<file path="config.mk">
export PLATFORM = sky130hd
export DESIGN_NAME = drive_free_rx_fifo_flat
export DESIGN_NICKNAME = d
export VERILOG_FILES = /design/src/rtl/drive_free_rx_fifo_pkg.sv /design/src/rtl/drive_free_rx_fifo_if.sv /design/src/rtl/drive_free_rx_fifo_fifo.sv /design/src/rtl/drive_free_rx_fifo.sv /design/src/flat_wrapper.sv
export SDC_FILE = /design/constraint.sdc
export NUM_CORES = 1
export LEC_CHECK = 0
export CAP_MARGIN = 15
export CORE_MARGIN = 8
export CORE_UTILIZATION = 25
export DETAILED_ROUTE_END_ITERATION = 8
export GPL_TIMING_DRIVEN = 0
export PLACE_DENSITY_LB_ADDON = 0.25
export RECOVER_POWER = 25
export SYNTH_ARGS = -nofsm -noshare
export SYNTH_HDL_FRONTEND = slang
export SYNTH_SLANG_ARGS = --single-unit
export TNS_END_PERCENT = 10
</file>
<file path="constraint.sdc">
create_clock -name clk -period 3.6 [get_ports clk]
set_input_delay 0.36 -clock clk [delete_from_list [all_inputs] [get_ports clk]]
set_output_delay 0.36 -clock clk [all_outputs]
set_load 0.005 [all_outputs]
</file>
<file path="src/rtl/drive_free_rx_fifo_pkg.sv">
// rtl/drive_free_rx_fifo_pkg.sv - shared types and sizing helpers for the drive/free receiver
package drive_free_rx_fifo_pkg;

    typedef enum logic [1:0] {
        ST_IDLE      = 2'd0,
        ST_FULL_WAIT = 2'd1,
        ST_FREE      = 2'd2
    } rx_state_e;

    // Occupancy must represent 0..depth inclusive, hence one bit more than the pointers.
    function automatic int count_width(input int depth);
        return $clog2(depth) + 1;
    endfunction

endpackage

</file>
<file path="src/rtl/drive_free_rx_fifo_if.sv">
// rtl/drive_free_rx_fifo_if.sv - upstream drive/free handshake plus downstream valid/ready stream
interface drive_free_rx_fifo_if #(
    parameter int DATA_WIDTH = 32,
    parameter int DEPTH      = 4
);
    logic                                               i_drive;
    logic [DATA_WIDTH-1:0]                              i_data;
    logic                                               o_free;
    logic                                               o_valid;
    logic [DATA_WIDTH-1:0]                              o_data;
    logic                                               i_ready;
    logic [drive_free_rx_fifo_pkg::count_width(DEPTH)-1:0] o_count;
    logic                                               o_overrun;

    modport master (
        output i_drive, i_data, i_ready,
        input  o_free, o_valid, o_data, o_count, o_overrun
    );

    modport slave (
        input  i_drive, i_data, i_ready,
        output o_free, o_valid, o_data, o_count, o_overrun
    );
endinterface

</file>
<file path="src/rtl/drive_free_rx_fifo_fifo.sv">
// rtl/drive_free_rx_fifo_fifo.sv - first-word-fall-through FIFO with registered head word
module rx_sync_fifo
    import drive_free_rx_fifo_pkg::*;
#(
    parameter int DATA_WIDTH = 32,
    parameter int DEPTH      = 4
) (
    input  logic                           clk,
    input  logic                           rst,
    input  logic                           push,
    input  logic [DATA_WIDTH-1:0]          wdata,
    input  logic                           pop,
    output logic [DATA_WIDTH-1:0]          rdata,
    output logic                           valid,
    output logic [count_width(DEPTH)-1:0]  count,
    output logic                           full,
    output logic                           empty
);
    localparam int AW = $clog2(DEPTH);
    localparam int CW = count_width(DEPTH);

    logic [DATA_WIDTH-1:0] mem [DEPTH];
    logic [AW-1:0]         rd_ptr;
    logic [AW-1:0]         wr_ptr;
    logic [CW-1:0]         count_q;
    logic [DATA_WIDTH-1:0] head_q;
    logic                  do_push;
    logic                  do_pop;

    assign empty   = (count_q == '0);
    assign full    = (count_q == CW'(DEPTH));
    assign do_pop  = pop & ~empty;
    assign do_push = push & (~full | do_pop);
    assign count   = count_q;
    assign valid   = ~empty;
    assign rdata   = head_q;

    always_ff @(posedge clk) begin
        if (rst) begin
            rd_ptr  <= '0;
            wr_ptr  <= '0;
            count_q <= '0;
            head_q  <= '0;
        end else begin
            if (do_push) begin
                mem[wr_ptr] <= wdata;
                wr_ptr      <= wr_ptr + 1'b1;
            end
            if (do_pop) begin
                rd_ptr <= rd_ptr + 1'b1;
            end
            unique case ({do_push, do_pop})
                2'b10:   count_q <= count_q + 1'b1;
                2'b01:   count_q <= count_q - 1'b1;
                default: count_q <= count_q;
            endcase
            // The head register only moves when a new word becomes the head, so it holds when empty.
            if (do_pop) begin
                if (count_q > CW'(1)) begin
                    head_q <= mem[rd_ptr + 1'b1];
                end else if (do_push) begin
                    head_q <= wdata;
                end
            end else if (empty && do_push) begin
                head_q <= wdata;
            end
        end
    end
endmodule

</file>
<file path="src/rtl/drive_free_rx_fifo.sv">
// rtl/drive_free_rx_fifo.sv - clocked receiver for the drive/free bundled-data handshake
module drive_free_rx_fifo
    import drive_free_rx_fifo_pkg::*;
#(
    parameter int DATA_WIDTH  = 32,
    parameter int DEPTH       = 4,
    parameter int SYNC_STAGES = 2,
    parameter int FREE_CYCLES = 2
) (
    input  logic                 clk,
    input  logic                 rst,
    drive_free_rx_fifo_if.slave  bus
);
    localparam int CW  = count_width(DEPTH);
    localparam int FCW = $clog2(FREE_CYCLES + 1);

    logic [SYNC_STAGES-1:0] sync_q;
    logic [SYNC_STAGES-1:0] sync_vld_q;
    logic                   prev_q;
    logic                   armed_q;
    logic                   pending_q;
    logic                   overrun_q;
    logic                   free_q;
    logic [FCW-1:0]         free_cnt_q;
    rx_state_e              state_q;

    logic                   rise;
    logic                   push;
    logic                   pop_now;
    logic [DATA_WIDTH-1:0]  fifo_data;
    logic                   fifo_valid;
    logic [CW-1:0]          fifo_count;
    logic                   fifo_full;
    logic                   fifo_empty;

    rx_sync_fifo #(
        .DATA_WIDTH (DATA_WIDTH),
        .DEPTH      (DEPTH)
    ) u_fifo (
        .clk   (clk),
        .rst   (rst),
        .push  (push),
        .wdata (bus.i_data),
        .pop   (bus.i_ready),
        .rdata (fifo_data),
        .valid (fifo_valid),
        .count (fifo_count),
        .full  (fifo_full),
        .empty (fifo_empty)
    );

    // A drive level already high when reset lifts is not a token; edges count only once a low was seen.
    assign rise    = armed_q & sync_q[SYNC_STAGES-1] & ~prev_q;
    assign pop_now = bus.i_ready & ~fifo_empty;
    assign push    = pending_q & (state_q != ST_FREE)
                   & (~fifo_full | ((state_q == ST_FULL_WAIT) & pop_now));

    always_ff @(posedge clk) begin
        if (rst) begin
            sync_q     <= '0;
            sync_vld_q <= '0;
            prev_q     <= 1'b0;
            armed_q    <= 1'b0;
            pending_q  <= 1'b0;
            overrun_q  <= 1'b0;
            free_q     <= 1'b0;
            free_cnt_q <= '0;
            state_q    <= ST_IDLE;
        end else begin
            sync_q     <= {sync_q[SYNC_STAGES-2:0], bus.i_drive};
            sync_vld_q <= {sync_vld_q[SYNC_STAGES-2:0], 1'b1};
            prev_q     <= sync_q[SYNC_STAGES-1];
            if (sync_vld_q[SYNC_STAGES-1] && !sync_q[SYNC_STAGES-1]) begin
                armed_q <= 1'b1;
            end
            if (rise && pending_q) begin
                overrun_q <= 1'b1;
            end
            if (rise && !pending_q) begin
                pending_q <= 1'b1;
            end else if (push) begin
                pending_q <= 1'b0;
            end
            case (state_q)
                ST_IDLE, ST_FULL_WAIT: begin
                    if (push) begin
                        free_q     <= 1'b1;
                        free_cnt_q <= FCW'(FREE_CYCLES - 1);
                        state_q    <= ST_FREE;
                    end else if (pending_q && fifo_full) begin
                        state_q <= ST_FULL_WAIT;
                    end
                end
                ST_FREE: begin
                    if (free_cnt_q == '0) begin
                        free_q  <= 1'b0;
                        state_q <= ST_IDLE;
                    end else begin
                        free_cnt_q <= free_cnt_q - 1'b1;
                    end
                end
                default: state_q <= ST_IDLE;
            endcase
        end
    end

    assign bus.o_free    = free_q;
    assign bus.o_valid   = fifo_valid;
    assign bus.o_data    = fifo_data;
    assign bus.o_count   = fifo_count;
    assign bus.o_overrun = overrun_q;
endmodule

</file>
<file path="src/flat_wrapper.sv">
// flat-port wrapper written by rule: the top's interface ports become plain ports
module drive_free_rx_fifo_flat import drive_free_rx_fifo_pkg::*;
#(
    parameter int DATA_WIDTH  = 32,
    parameter int DEPTH       = 4,
    parameter int SYNC_STAGES = 2,
    parameter int FREE_CYCLES = 2
)
  (clk, rst, bus_i_drive, bus_i_data, bus_i_ready, bus_o_free, bus_o_valid, bus_o_data, bus_o_count, bus_o_overrun);
  drive_free_rx_fifo_if #(.DATA_WIDTH(DATA_WIDTH), .DEPTH(DEPTH)) bus_i ();
  input  logic clk;
  input  logic rst;
  input wire logic [$bits(bus_i.i_drive)-1:0] bus_i_drive;
  input wire logic [$bits(bus_i.i_data)-1:0] bus_i_data;
  input wire logic [$bits(bus_i.i_ready)-1:0] bus_i_ready;
  output wire logic [$bits(bus_i.o_free)-1:0] bus_o_free;
  output wire logic [$bits(bus_i.o_valid)-1:0] bus_o_valid;
  output wire logic [$bits(bus_i.o_data)-1:0] bus_o_data;
  output wire logic [$bits(bus_i.o_count)-1:0] bus_o_count;
  output wire logic [$bits(bus_i.o_overrun)-1:0] bus_o_overrun;
  assign bus_i.i_drive = bus_i_drive;
  assign bus_i.i_data = bus_i_data;
  assign bus_i.i_ready = bus_i_ready;
  assign bus_o_free = bus_i.o_free;
  assign bus_o_valid = bus_i.o_valid;
  assign bus_o_data = bus_i.o_data;
  assign bus_o_count = bus_i.o_count;
  assign bus_o_overrun = bus_i.o_overrun;
  drive_free_rx_fifo #(.DATA_WIDTH(DATA_WIDTH), .DEPTH(DEPTH), .SYNC_STAGES(SYNC_STAGES), .FREE_CYCLES(FREE_CYCLES)) u_core (.clk(clk), .rst(rst), .bus(bus_i));
endmodule
</file>
==> results of run 1 <==
==> per-layer routing <==
layer  track usage [%]  vias up
li1                  -     1871
met3              3.09       15
met1              12.4     2099
met4              2.66        2
met5                 0        -
met2              16.9       91
==> worst max-delay path by stage <==
stage | startpoint | to | slack, ns | cells past startpoint
after floorplan | u_core.u_fifo.count[0]$_SDFFE_PP0P_ | u_core.u_fifo.mem[0][0]$_DFFE_PP_ | 1.10 | 6
after global placement | bus_i_ready | u_core.u_fifo.mem[1][11]$_DFFE_PP_ | 0.08 | 6
after detailed placement | bus_i_ready | u_core.u_fifo.mem[0][11]$_DFFE_PP_ | 0.91 | 7
after CTS | u_core.u_fifo.count[0]$_SDFFE_PP0P_ | u_core.u_fifo.mem[0][5]$_DFFE_PP_ | 1.02 | 7
after global routing | u_core.u_fifo.count[0]$_SDFFE_PP0P_ | u_core.u_fifo.mem[0][24]$_DFFE_PP_ | 0.83 | 7
final | u_core.u_fifo.count[0]$_SDFFE_PP0P_ | u_core.u_fifo.mem[0][5]$_DFFE_PP_ | 1.08 | 7
==> metrics by stage <==
step,std cells,setup slack (ns)
CTS,916,1.02
floorplan,424,1.10
global route,916,0.834
finish,916,1.08
global placement,880,0.0835
detailed placement,884,0.907
==> layout make-up <==
cell class	instances	share of cell area, %
flip-flops and latches	180	52.7
plain buffers	30	1.88
inverters	12	0.486
repair buffers	76	8.80
clock buffers	18	4.63
multi-input cells	202	23.8
well taps	384	5.18
clock inverters	14	2.51
==> cell families (layout without fill, tap and decap cells) <==
family                   Yosys count  after routing  synth area share, %
flip-flops                       180            180                 66.9
AND/OR/NAND/NOR                   70             70                 4.95
adder cells (fa/ha/maj)           10             10                 1.71
buffers and inverters             42            150                 3.00
multiplexers                      66             66                 14.5
XOR/XNOR                           5              5                0.600
AO/OA/AOI/OAI                     51             51                 8.36
==> cell usage after synthesis <==
master      n  area, µm²
o211a_1     1       10.0
nor2b_1     5       31.3
mux4_2     32        721
buf_4       7       52.6
or3_1       1       6.26
nor3_1     34        170
nor2_8      1       20.0
dfxtp_1    52       1040
o211ai_4    1       21.3
or2_1       1       6.26
o21ai_2     1       8.76
ha_1       10        125
buf_2      10       50.1
mux2i_1    34        340
and2_1      4       25.0
o21a_1      1       7.51
edfxtp_1  128       3840
a31oi_1     1       6.26
nand2b_1    3       18.8
clkbuf_1   10       37.5
buf_6       3       33.8
nor2_2      1       6.26
xor2_1      3       26.3
a31o_2      1       8.76
a221oi_1    2       17.5
inv_2       1       3.75
nor2_1     15       56.3
o21ai_0     2       10.0
a21oi_1     6       30.0
a21oi_2     1       8.76
inv_1      11       41.3
a221oi_2   30        450
nand2_1     4       15.0
a211oi_1    3       22.5
a41oi_1     1       8.76
and3_1      1       6.26
xnor2_1     2       17.5
==> sequential cells by signal, indices dropped and copies added, names as in the netlist <==
register	cells
u_core.state_q	2
u_core.sync_q	2
u_core.u_fifo.rdata	32
u_core.free_cnt_q	2
u_core.u_fifo.mem	128
u_core.bus.o_free	1
u_core.u_fifo.wr_ptr	2
u_core.pending_q	1
u_core.bus.o_overrun	1
u_core.u_fifo.count	3
u_core.armed_q	1
u_core.sync_vld_q	2
u_core.prev_q	1
u_core.u_fifo.rd_ptr	2
==> power by group <==
group | switching, mW | internal (mW)
combinational | 0.565 | 0.578
clock | 0.782 | 1.30
sequential | 0.0680 | 2.31
==> cells in the final DEF (no fill, tap or decap), drive strengths merged <==
cell,n
mux4,32
a31o,1
a21oi,7
or2,1
dfxtp,52
a221oi,32
nand2,4
bufinv,6
nand2b,3
o21ai,3
xor2,3
inv,13
clkdlybuf4s50,50
nor2,17
clkbuf,28
buf,24
nor3,34
xnor2,2
a31oi,1
ha,10
edfxtp,128
a211oi,3
o211a,1
clkinv,6
a41oi,1
o211ai,1
and2,4
clkinvlp,1
nor2b,5
mux2i,34
or3,1
o21a,1
dlygate4sd3,22
and3,1
==> flow_summary_export.csv, run 1 <==
group,metric,value,unit
status,outcome,"complete, no violations",
global_route,grt_pass1_vias,4387,
floorplanning,fp.dieW,187,µm
clock_network,clkTransAtPathRegs,0.06,ns
floorplanning,die_area,34900,µm²
global_route,grt_max_degree,28,
yosys,synth_area,7310,µm²
routing,routed_wirelength,17.5,mm
clock_network,root_buffer,"clkbuf_16",
yosys,ys_seq_area_share,66.9,%
sta,worst_pin_slew,0.883,ns
clock_network,cts_resized,0,
clock_network,h-tree-depth,4,
placed_design,dpl.hpwl,11.9,mm
routing,drt_iter0_markers,202,
layout,drive_gt1_share,23.9,%
yosys,yosys_warnings,0,
layout,antennaDiodeCount,0,
sta,skew,0.00752,ns
worst_setup_path,path_class,"reg -> reg",
yosys,synth.avg_cell_area,17.2,µm²
floorplanning,pin_count,74,
routing,wire_per_inst,19.1,µm
sta,post-route-min-period,2.52,ns
floorplanning,floorplan.initialDensity,25.4,%
power,ir_drop,0.297,mV
sta,max-slew-margin-rel,41.1,%
routing,final_antenna_net_count,0,
worst_setup_path,r2r_start,"u_core.u_fifo.count[0]$_SDFFE_PP0P_",
worst_setup_path,cp.arrival,2.65,ns
sta,final_hold_viol_count,0,
sta,post-route-period-util,69.9,%
worst_setup_path,crit_family,"simple AND/OR/NAND/NOR gates",
routing,firstDrtPassIters,4,
worst_setup_path,crit_required,3.73,ns
yosys,syn_nets,470,
layout,finalInstanceArea,9270,µm²
sta,rsz0062_at_grt,"no",
worst_setup_path,cpPeakStageDelay,0.49,ns
global_route,grt.overflow.total,0,
routing,drc_errors,0,
min_path,hp-start,"rst",
worst_setup_path,rrSetupSlack,1.08,ns
placed_design,postPlaceCellArea,8610,µm²
routing,wl_met3,722,µm
worst_setup_path,crit_top_cell,"nor2_1",
clock_network,cts_buffers,17,
power,p_total,5.61,mW
worst_setup_path,crit_path_end_kind,"flip-flop",
clock_network,post_cts_buffers,0,
clock_network,clockBufferDepth,2,
floorplanning,die_y,187,µm
sta,setup_viol,0,
routing,routed.top_layer,"met5",
layout,finalNetCount,565,
sta,tns,0,ns
layout,fillers,2759,
layout,area_growth,26.9,%
worst_setup_path,r2r-end,"u_core.u_fifo.mem[0][5]$_DFFE_PP_",
layout,multi_input_area,2210,µm²
sta,hold_ws,0.321,ns
floorplanning,coreArea,28800,µm²
sta,slew_viol_final,0,
min_path,worstHoldPathCells,2,
global_route,grtUsageTotal,10.1,%
worst_setup_path,start_kind,"flip-flop",
job,cap_violations,0,
yosys,syn_inst,424,
min_path,hp-class,"in -> reg",
worst_setup_path,crit_chain,"inv_1, ha_1, a31oi_1, nor2_1, nor2_1, and2_2, buf_16",
yosys,ys_ff_latch,180,
clock_network,clock_sinks,180,
worst_setup_path,worstRegToRegCells,7,
routing,vias_per_cell,4.45,
clock_network,clk_latency,0.43,ns
clock_network,cts_tree,"yes",
clock_network,postCtsHoldBufs,0,
floorplanning,rows,62,
layout,layout.area.seq,4880,µm²
power,p_leak,2.90,nW
placed_design,globalplace.congestion,0.723,
worst_setup_path,cp_slowest_cell,"and2_2",
sta,max_freq,397,MHz
min_path,min_to,"u_core.sync_q[1]$_SDFF_PP0_",
yosys,synth_cell_types,37,
global_route,antenna_found_initial,2,
power,powerDensity,605,nW/µm²
placed_design,numPortBuffers,72,
global_route,grt_first_pass_wirelength,26.6,mm
routing,wl_met1,7.82,mm
routing,via_count,4078,
routing,wl_met2,8.78,mm
worst_setup_path,crit_fanout,18,
worst_setup_path,cp_num_buf_inv,2,
layout,final_core_util,32.2,%
Note: power is estimated with default switching activity, not from simulation.
==> run 2: changes to the inputs <==
==> constraint.sdc (replaced) <==
create_clock -name clk -period 2.1 [get_ports clk]
set_input_delay 0.21 -clock clk [delete_from_list [all_inputs] [get_ports clk]]
set_output_delay 0.21 -clock clk [all_outputs]
set_load 0.005 [all_outputs]
==> run 2 against run 1 <==
Net effect:
- global-route usage rose by 0.43 points
- maximum frequency rose by 24%
- sequential share of layout area fell by 1.7 points
- clock skew rose by 0.0022 ns
- highest routed layer is now met4
- via count rose by 2.4%
- core utilization rose by 1.1 points
- total power rose by 70%
- count of clock-buffer cells in the layout fell by 1
- first-iteration DRC count rose by 9.4%
- critical endpoint is now u_core.u_fifo.rdata[22]$_SDFFE_PP0P_
- hold slack got worse by 0.13 ns
- wire length rose by 3.8%
==> flow_summary_export.csv, run 2 (synthesis gave the netlist of run 1 again) <==
group,metric,value,unit
sta,max_freq,491,MHz
sta,hold_ws,0.192,ns
placed_design,globalplace.congestion,0.731,
routing,wire_per_inst,19.4,µm
job,cap_violations,0,
routing,drt_iter0_markers,221,
sta,slew_viol_final,0,
layout,layout.area.seq,4890,µm²
worst_setup_path,start_kind,"flip-flop",
power,p_total,9.54,mW
clock_network,cts_tree,"yes",
worst_setup_path,crit_required,2.37,ns
clock_network,clkTransAtPathRegs,0.06,ns
placed_design,numPortBuffers,72,
global_route,grt.overflow.total,0,
global_route,grt_first_pass_wirelength,27.4,mm
global_route,grt_pass1_vias,4446,
sta,post-route-period-util,96.9,%
power,p_seq_share,42.9,%
routing,drc_errors,0,
routing,wl_met2,9.13,mm
routing,vias_per_cell,4.46,
routing,routed.top_layer,"met4",
routing,wl_met1,7.94,mm
layout,finalNetCount,585,
layout,area_growth,31.3,%
clock_network,clockBufferDepth,2,
sta,final_hold_viol_count,0,
layout,antennaDiodeCount,0,
layout,finalInstanceArea,9590,µm²
routing,final_antenna_net_count,0,
floorplanning,die_area,34900,µm²
worst_setup_path,crit_fanout,10,
floorplanning,fp.dieW,187,µm
global_route,grt_max_degree,17,
status,outcome,"complete, no violations",
layout,layout_commonest_cell,"edfxtp_1",
power,p_clk_share,35.3,%
layout,layout_common_cells,"edfxtp_1 (128), clkdlybuf4s50_1 (50), dfxtp_1 (50), nor3_1 (34), mux2i_1 (33)",
routing,wl_met3,855,µm
layout,drive_gt1_share,29.0,%
placed_design,postPlaceCellArea,8510,µm²
worst_setup_path,cp.arrival,2.30,ns
layout,largest_reg_flops,128,
clock_network,cts_buffers,17,
floorplanning,pin_count,74,
layout,multi_input_area,2310,µm²
placed_design,place_inst,880,
floorplanning,floorplan.initialDensity,25.4,%
sta,setup_slack,0.0643,ns
layout,regMostFlops,"u_core.u_fifo.mem",
sta,max-slew-margin-rel,38.4,%
placed_design,pre_cts_ws,-0.702,ns
power,ir_drop,0.434,mV
sta,skew,0.00973,ns
clock_network,root_buffer,"clkbuf_16",
floorplanning,die_y,187,µm
clock_network,postCtsHoldBufs,0,
placed_design,dpl.hpwl,11.2,mm
clock_network,clock_sinks,180,
clock_network,h-tree-depth,4,
global_route,grtUsageTotal,10.5,%
layout,fillers,2751,
sta,worst_pin_slew,0.925,ns
routing,via_count,4174,
worst_setup_path,path_class,"reg -> reg",
clock_network,clk_latency,0.43,ns
floorplanning,rows,62,
power,p_sw,2.49,mW
global_route,antenna_found_initial,2,
routing,firstDrtPassIters,4,
layout,fin_cells,936,
power,switching_share,26.1,%
floorplanning,coreArea,28800,µm²
power,powerDensity,995,nW/µm²
power,p_int,7.05,mW
power,power.share.combinational,21.8,%
routing,routed_wirelength,18.2,mm
sta,post-route-min-period,2.04,ns
min_path,hp-class,"in -> reg",
sta,setup_viol,0,
power,p_leak,3.03,nW
worst_setup_path,crit_path_end_kind,"flip-flop",
## run 2: cell count changes in the layout (fill, tap and decap cells not counted), moves of 2 or more
cell and change:
bufinv_16 -2, dfxtp_1 -2, clkbuf_2 +2, buf_6 +3
nor2_4 +2, buf_4 +3, buf_16 -2, and2_4 +8
buf_12 +12, clkbuf_1 -3, nor2_1 -2, inv_6 +2
and2_2 -4
## run 2: critical path, stage by stage (launching register included)
cell and delay (ns):
dfxtp_4 0.38, inv_1 0.09, ha_4 0.19, nor2_1 0.18
a21oi_4 0.12, nor2_8 0.23, buf_6 0.23, mux2i_1 0.32
a221oi_2 0.11
## run 2: routing by layer
metal	vias to the layer above	track usage, %
li1	1921	-
met1	2129	12.9
met2	106	17.6
met3	18	3.15
met4	0	3.24
met5	-	0
## run 2: final timing paths
kind,start,cells after the start,slack (ns),to
max,u_core.u_fifo.count[0]$_SDFFE_PP0P_,8,0.06,u_core.u_fifo.rdata[22]$_SDFFE_PP0P_
min,rst,2,0.19,u_core.sync_q[1]$_SDFF_PP0_
max reg2reg,u_core.u_fifo.count[0]$_SDFFE_PP0P_,8,0.06,u_core.u_fifo.rdata[22]$_SDFFE_PP0P_
min reg2reg,u_core.sync_vld_q[0]$_DFF_P_,1,0.45,u_core.sync_vld_q[1]$_SDFF_PP0_
## run 2: power by group through the flow
stage / clock network, mW / registers [mW] / logic, mW
3_5_place_dp: 0 / 4.16 / 2.00
2_1_floorplan: 0 / 4.15 / 1.23
3_3_place_gp: 0 / 4.15 / 1.96
6_report: 3.37 / 4.09 / 2.08
4_1_cts: 3.47 / 4.09 / 2.03
5_1_grt: 3.59 / 4.11 / 2.26
## run 2: repair_timing
action	in CTS	in global routing
endpoints found under the setup margin	160	161
resized for setup	19	12
buffers inserted	16	4
cloned	4	0
pin swaps	8	2
## run 2: layout make-up
| type | count | share of cell area [%] |
|---|---|---|
| timing repair buffer | 92 | 10.9 |
| clock buffer | 17 | 4.44 |
| sequential | 180 | 51.0 |
| tap | 384 | 5.01 |
| inverter | 12 | 0.470 |
| multi-input combinational | 206 | 24.1 |
| clock inverter | 15 | 2.13 |
| buffer | 30 | 1.96 |
## run 2: through the flow
step           setup TNS (ns)  utilization, %
5_1_grt              -0.00181            33.3
3_5_place_dp           -90.54            29.6
3_3_place_gp           -75.48            29.6
6_report                    0            33.3
4_1_cts                -0.342            33.0
2_1_floorplan           -8.02               -
